<file path="config.mk">
export PLATFORM = sky130hd
export DESIGN_NAME = sp_ram_arbiter
export DESIGN_NICKNAME = d
export VERILOG_FILES = /design/src/rtl/sp_ram_arbiter.sv
export SDC_FILE = /design/constraint.sdc
export NUM_CORES = 1
export LEC_CHECK = 0
export ABC_AREA = 1
export BUFFER_PORTS_ARGS = -buffer_cell sky130_fd_sc_hd__buf_4
export CORE_MARGIN = 2
export CORE_UTILIZATION = 30
export CTS_CLUSTER_DIAMETER = 60
export DETAILED_ROUTE_END_ITERATION = 16
export PLACE_DENSITY_LB_ADDON = 0.2
export SYNTH_ARGS = -nofsm -noshare
export SYNTH_HDL_FRONTEND = slang
export SYNTH_SLANG_ARGS = --single-unit
</file>
<file path="constraint.sdc">
create_clock -name clk -period 1.4 [get_ports clk]
set_input_delay 0.21 -clock clk [delete_from_list [all_inputs] [get_ports clk]]
set_output_delay 0.21 -clock clk [all_outputs]
set_load 0.1 [all_outputs]
</file>
<file path="src/rtl/sp_ram_arbiter.sv">
// Two-requester round-robin arbiter sharing one single-port RAM, with tagged read return.
// Optional grant statistics and contention flag when SP_RAM_ARB_STATS_EN is defined.
module sp_ram_arbiter #(
    parameter int DW     = 8,
    parameter int AW     = 6,
    parameter int RD_LAT = 1
) (
    input  logic          clk,
    input  logic          rst,
    input  logic          req0,
    input  logic          we0,
    input  logic [AW-1:0] addr0,
    input  logic [DW-1:0] wdata0,
    output logic          gnt0,
    output logic          rvalid0,
    output logic [DW-1:0] rdata0,
    input  logic          req1,
    input  logic          we1,
    input  logic [AW-1:0] addr1,
    input  logic [DW-1:0] wdata1,
    output logic          gnt1,
    output logic          rvalid1,
    output logic [DW-1:0] rdata1,
    output logic [DW-1:0] ram_data,
    output logic [AW-1:0] ram_addr,
    output logic          ram_we,
    input  logic [DW-1:0] ram_q
`ifdef SP_RAM_ARB_STATS_EN
    ,
    output logic [15:0]   gcnt0,
    output logic [15:0]   gcnt1,
    output logic          conflict
`endif
);

    logic               last_reg;
    logic               last_next;
    logic [AW-1:0]      addr_hold_reg;
    logic [DW-1:0]      data_hold_reg;
    logic [RD_LAT-1:0]  pipe_vld_reg;
    logic [RD_LAT-1:0]  pipe_id_reg;
    logic               rvalid0_reg;
    logic               rvalid1_reg;
    logic [DW-1:0]      rdata0_reg;
    logic [DW-1:0]      rdata1_reg;
    logic               rd_issue;

    // Pointer reset to 1 so requester 0 wins the first contention.
    always_ff @(posedge clk) begin
        if (rst) begin
            last_reg <= 1'b1;
        end else begin
            last_reg <= last_next;
        end
    end

    always_comb begin
        gnt0      = 1'b0;
        gnt1      = 1'b0;
        last_next = last_reg;
        if (!rst) begin
            if (req0 && (!req1 || last_reg)) begin
                gnt0 = 1'b1;
            end else if (req1) begin
                gnt1 = 1'b1;
            end
        end
        if (gnt0) begin
            last_next = 1'b0;
        end else if (gnt1) begin
            last_next = 1'b1;
        end
    end

    // Idle cycles present the last granted address/data so the RAM never sees X.
    always_comb begin
        ram_we   = 1'b0;
        ram_addr = addr_hold_reg;
        ram_data = data_hold_reg;
        if (gnt0) begin
            ram_we   = we0;
            ram_addr = addr0;
            ram_data = wdata0;
        end else if (gnt1) begin
            ram_we   = we1;
            ram_addr = addr1;
            ram_data = wdata1;
        end
    end

    always_ff @(posedge clk) begin
        if (rst) begin
            addr_hold_reg <= '0;
            data_hold_reg <= '0;
        end else if (gnt0 || gnt1) begin
            addr_hold_reg <= ram_addr;
            data_hold_reg <= ram_data;
        end
    end

    assign rd_issue = (gnt0 && !we0) || (gnt1 && !we1);

    // Tag pipeline tracks each read until ram_q is valid for it.
    always_ff @(posedge clk) begin
        if (rst) begin
            pipe_vld_reg <= '0;
            pipe_id_reg  <= '0;
        end else begin
            for (int i = RD_LAT - 1; i > 0; i--) begin
                pipe_vld_reg[i] <= pipe_vld_reg[i-1];
                pipe_id_reg[i]  <= pipe_id_reg[i-1];
            end
            pipe_vld_reg[0] <= rd_issue;
            pipe_id_reg[0]  <= gnt1;
        end
    end

    always_ff @(posedge clk) begin
        if (rst) begin
            rvalid0_reg <= 1'b0;
            rvalid1_reg <= 1'b0;
            rdata0_reg  <= '0;
            rdata1_reg  <= '0;
        end else begin
            rvalid0_reg <= pipe_vld_reg[RD_LAT-1] && !pipe_id_reg[RD_LAT-1];
            rvalid1_reg <= pipe_vld_reg[RD_LAT-1] &&  pipe_id_reg[RD_LAT-1];
            if (pipe_vld_reg[RD_LAT-1] && !pipe_id_reg[RD_LAT-1]) begin
                rdata0_reg <= ram_q;
            end
            if (pipe_vld_reg[RD_LAT-1] && pipe_id_reg[RD_LAT-1]) begin
                rdata1_reg <= ram_q;
            end
        end
    end

    // Return outputs read as zero for the whole time reset is held.
    assign rvalid0 = rvalid0_reg && !rst;
    assign rvalid1 = rvalid1_reg && !rst;
    assign rdata0  = rst ? '0 : rdata0_reg;
    assign rdata1  = rst ? '0 : rdata1_reg;

`ifdef SP_RAM_ARB_STATS_EN
    logic [15:0] gcnt0_reg;
    logic [15:0] gcnt1_reg;

    always_ff @(posedge clk) begin
        if (rst) begin
            gcnt0_reg <= '0;
            gcnt1_reg <= '0;
        end else begin
            if (gnt0 && gcnt0_reg != 16'hFFFF) begin
                gcnt0_reg <= gcnt0_reg + 16'd1;
            end
            if (gnt1 && gcnt1_reg != 16'hFFFF) begin
                gcnt1_reg <= gcnt1_reg + 16'd1;
            end
        end
    end

    assign gcnt0    = gcnt0_reg;
    assign gcnt1    = gcnt1_reg;
    assign conflict = req0 && req1;
`endif

endmodule

</file>
==> flow_metrics.tcl <==
set metrics [dict create \
    core-area_mm2 0.00596 \
    netlist_area_mm2 0.00186 \
    dp_hpwl_um 3410 \
    ant_nets 0 \
    cp_num_buf_inv 4 \
    grt_usage_pct 15.1 \
    final_nets 387 \
    slew_viol_final 0 \
    grt_pass1_vias 1759 \
    viasPerCell 4.40 \
    cts.path.max_buffers 2 \
    violations "negative setup slack" \
    cts_root_buf "clkbuf_8" \
    r2r_slack_ns -0.03 \
    path_clk_slew_ns 0.07 \
    reg2reg_from "last_reg$_SDFFE_PP1P_" \
    irDropWorstVdd_mv 0.653 \
    drtIter0Drc 36 \
    ys_types 21 \
    final_common_cell "buf_4" \
    vias 1853 \
    yosysTopAreaCellShare_pct 37.7 \
    ys_seq_elements 35 \
    drc 0 \
    hold_ws_ns 0.134 \
    die_x_um 82.7 \
    antenna_cells 0 \
    maxCapViolations 0 \
    routed_wl_um 4850 \
    cts_hold_buf 0 \
    yosysSeqAreaShare_pct 37.7 \
    holdPathEnd "pipe_vld_reg$_SDFF_PP0_" \
    ios 77 \
    cts_tree "yes" \
    grt.overflow.total 0 \
    wl_per_cell_um 11.5 \
    max-slew-margin-rel_pct 70.2 \
    grt_max_degree 35 \
    max_stage_delay_ns 0.32 \
    tightest_slew_ns 0.447 \
    area_growth_pct 81.1 \
    max_freq_ghz 0.567 \
    grt_first_pass_wirelength_um 7950 \
    initial_core_util_pct 31.2 \
    rsz0062_at_grt "yes" \
    htreeDepth 2 \
    antenna_found_initial 0 \
    synthesis.instances 232 \
    setup_viol 18 \
    place_ws_ns -0.104 \
    clkLatencyLatePin_ns 0.29 \
    cts_buffers 5 \
    crit_chain "inv_2, nand2_4, nand3_4, nand2_4, buf_12, nor2_4, nor2_4, clkinvlp_4, buf_12" \
    dr.pass1.iters 4 \
    required_ns 1.19 \
    fp-row-count 28 \
    syn_nets 274 \
    gp_congestion 0.807 \
    leakagePower_nw 1.44 \
    end_kind "output pin" \
    finClkSkew_ns 0.00638 \
    period_minus_slack_ns 1.76 \
    die_h_um 82.7 \
    fin_ws_ns -0.363 \
    hp-class "input pin to register" \
    cp-start-kind "register" \
    port-buffer-count 76 \
    path_max_fanout 7 \
    fin_crit_sh_pct 126 \
    reg2reg_to "data_hold_reg[0]$_SDFFE_PP0P_" \
    p_total_mw 3.47 \
    die-area_mm2 0.00683 \
    cts_sinks 35 \
    outcome "complete, but fails checks" \
    synth_top_area_cell "dfxtp_1" \
    crit_family "buffers and inverters" \
    slowest_stage "dfxtp_2" \
    critPathArrivalTime_ns 1.55 \
    hold_depth 2 \
    synth_warnings 0 \
    synthTopCellsByArea "dfxtp_1, inv_1, o22a_1" \
    r2r_cells 11 \
    min_from "we1" \
    worstSetupPathType "register to output pin" \
    hold_viol 0 \
    p_per_area_mw_per_mm2 1030 \
    drive_gt1_share_pct 64.2 \
    synth.avg_cell_area_um2 8.00 \
    layout_common_cells "buf_4, inv_1, dfxtp_1" \
]
==> worst register-to-register path: cells and delay by family, from the launching register on <==
kind,cells,cell delay [ns]
buffers and inverters,5,0.50
flip-flops,1,0.32
AND/OR/NAND/NOR,6,0.49
==> worst max-delay path by stage <==
stage | startpoint | endpoint | slack (ns) | depth (start not counted)
after floorplan | rst | rdata0_reg[1]$_SDFFE_PP0P_ | -0.29 | 4
after global placement | req1 | ram_addr[0] | -0.08 | 9
after detailed placement | rst | ram_addr[0] | -0.10 | 10
after CTS | last_reg$_SDFFE_PP1P_ | ram_addr[3] | -0.36 | 9
after global routing | last_reg$_SDFFE_PP1P_ | ram_data[0] | -0.43 | 9
final | last_reg$_SDFFE_PP1P_ | ram_data[1] | -0.36 | 9
==> power breakdown <==
| group | switching [mW] | internal, mW | leakage (nW) |
|---|---|---|---|
| combinational | 0.815 | 0.504 | 1.09 |
| sequential | 0.0133 | 1.05 | 0.286 |
| clock | 0.374 | 0.710 | 0.0644 |
| total | 1.20 | 2.27 | 1.44 |
==> per-layer routing <==
layer	global-route usage, %	vias to the layer above	routed length (um)
met5	0	-	0
met4	4.92	0	59
met3	4.46	9	353
met2	24.8	58	2330
met1	18.9	838	2100
li1	-	948	-
==> cells in the mapped netlist <==
library cell,number
nand3_4,1
buf_2,7
o22ai_1,1
nand2_1,20
o211ai_1,1
inv_4,1
nor2_4,10
dfxtp_1,35
buf_6,2
o22a_1,16
nand2_4,4
inv_1,48
nand4_1,14
nand3_2,9
buf_8,1
inv_6,1
buf_12,1
nor2_1,30
inv_2,3
nor2_2,22
nand3_1,5
==> timing repair <==
item | 4_1_cts | 5_1_grt
setup buffers | 6 | 6
setup endpoints to repair | 17 | 34
pin swaps | 8 | 12
resized for setup | 52 | 10
==> area by class of cell <==
class	count	area, um2
clock buffer	5	68.8
timing repair buffer	117	1110
multi-input combinational	133	1050
clock inverter	3	67.6
sequential	35	702
fill	544	2590
tap	75	93.8
inverter	53	265
==> metrics by stage <==
| stage | setup TNS (ns) | cell area [um2] | cells | utilization (%) |
|---|---|---|---|---|
| after floorplan | -8.59 | 2050 | 232 | - |
| after global routing | -6.64 | 3360 | 421 | 56.4 |
| after global placement | -0.883 | 2890 | 401 | 48.5 |
| final | -5.15 | 3360 | 421 | 56.4 |
| after CTS | -5.41 | 3280 | 415 | 55.1 |
| after detailed placement | -1.08 | 2890 | 401 | 48.5 |
==> logic make-up (layout without fill, tap and decap cells) <==
logic type             Yosys count  in the layout  share of synthesized area, %
AOI/OAI and AO/OA               18             18                          8.29
buffers and inverters           64            178                          16.1
and+or+nand+nor                115            115                          37.9
DFF                             35             35                          37.7
Note: power is estimated with default switching activity, not from simulation.
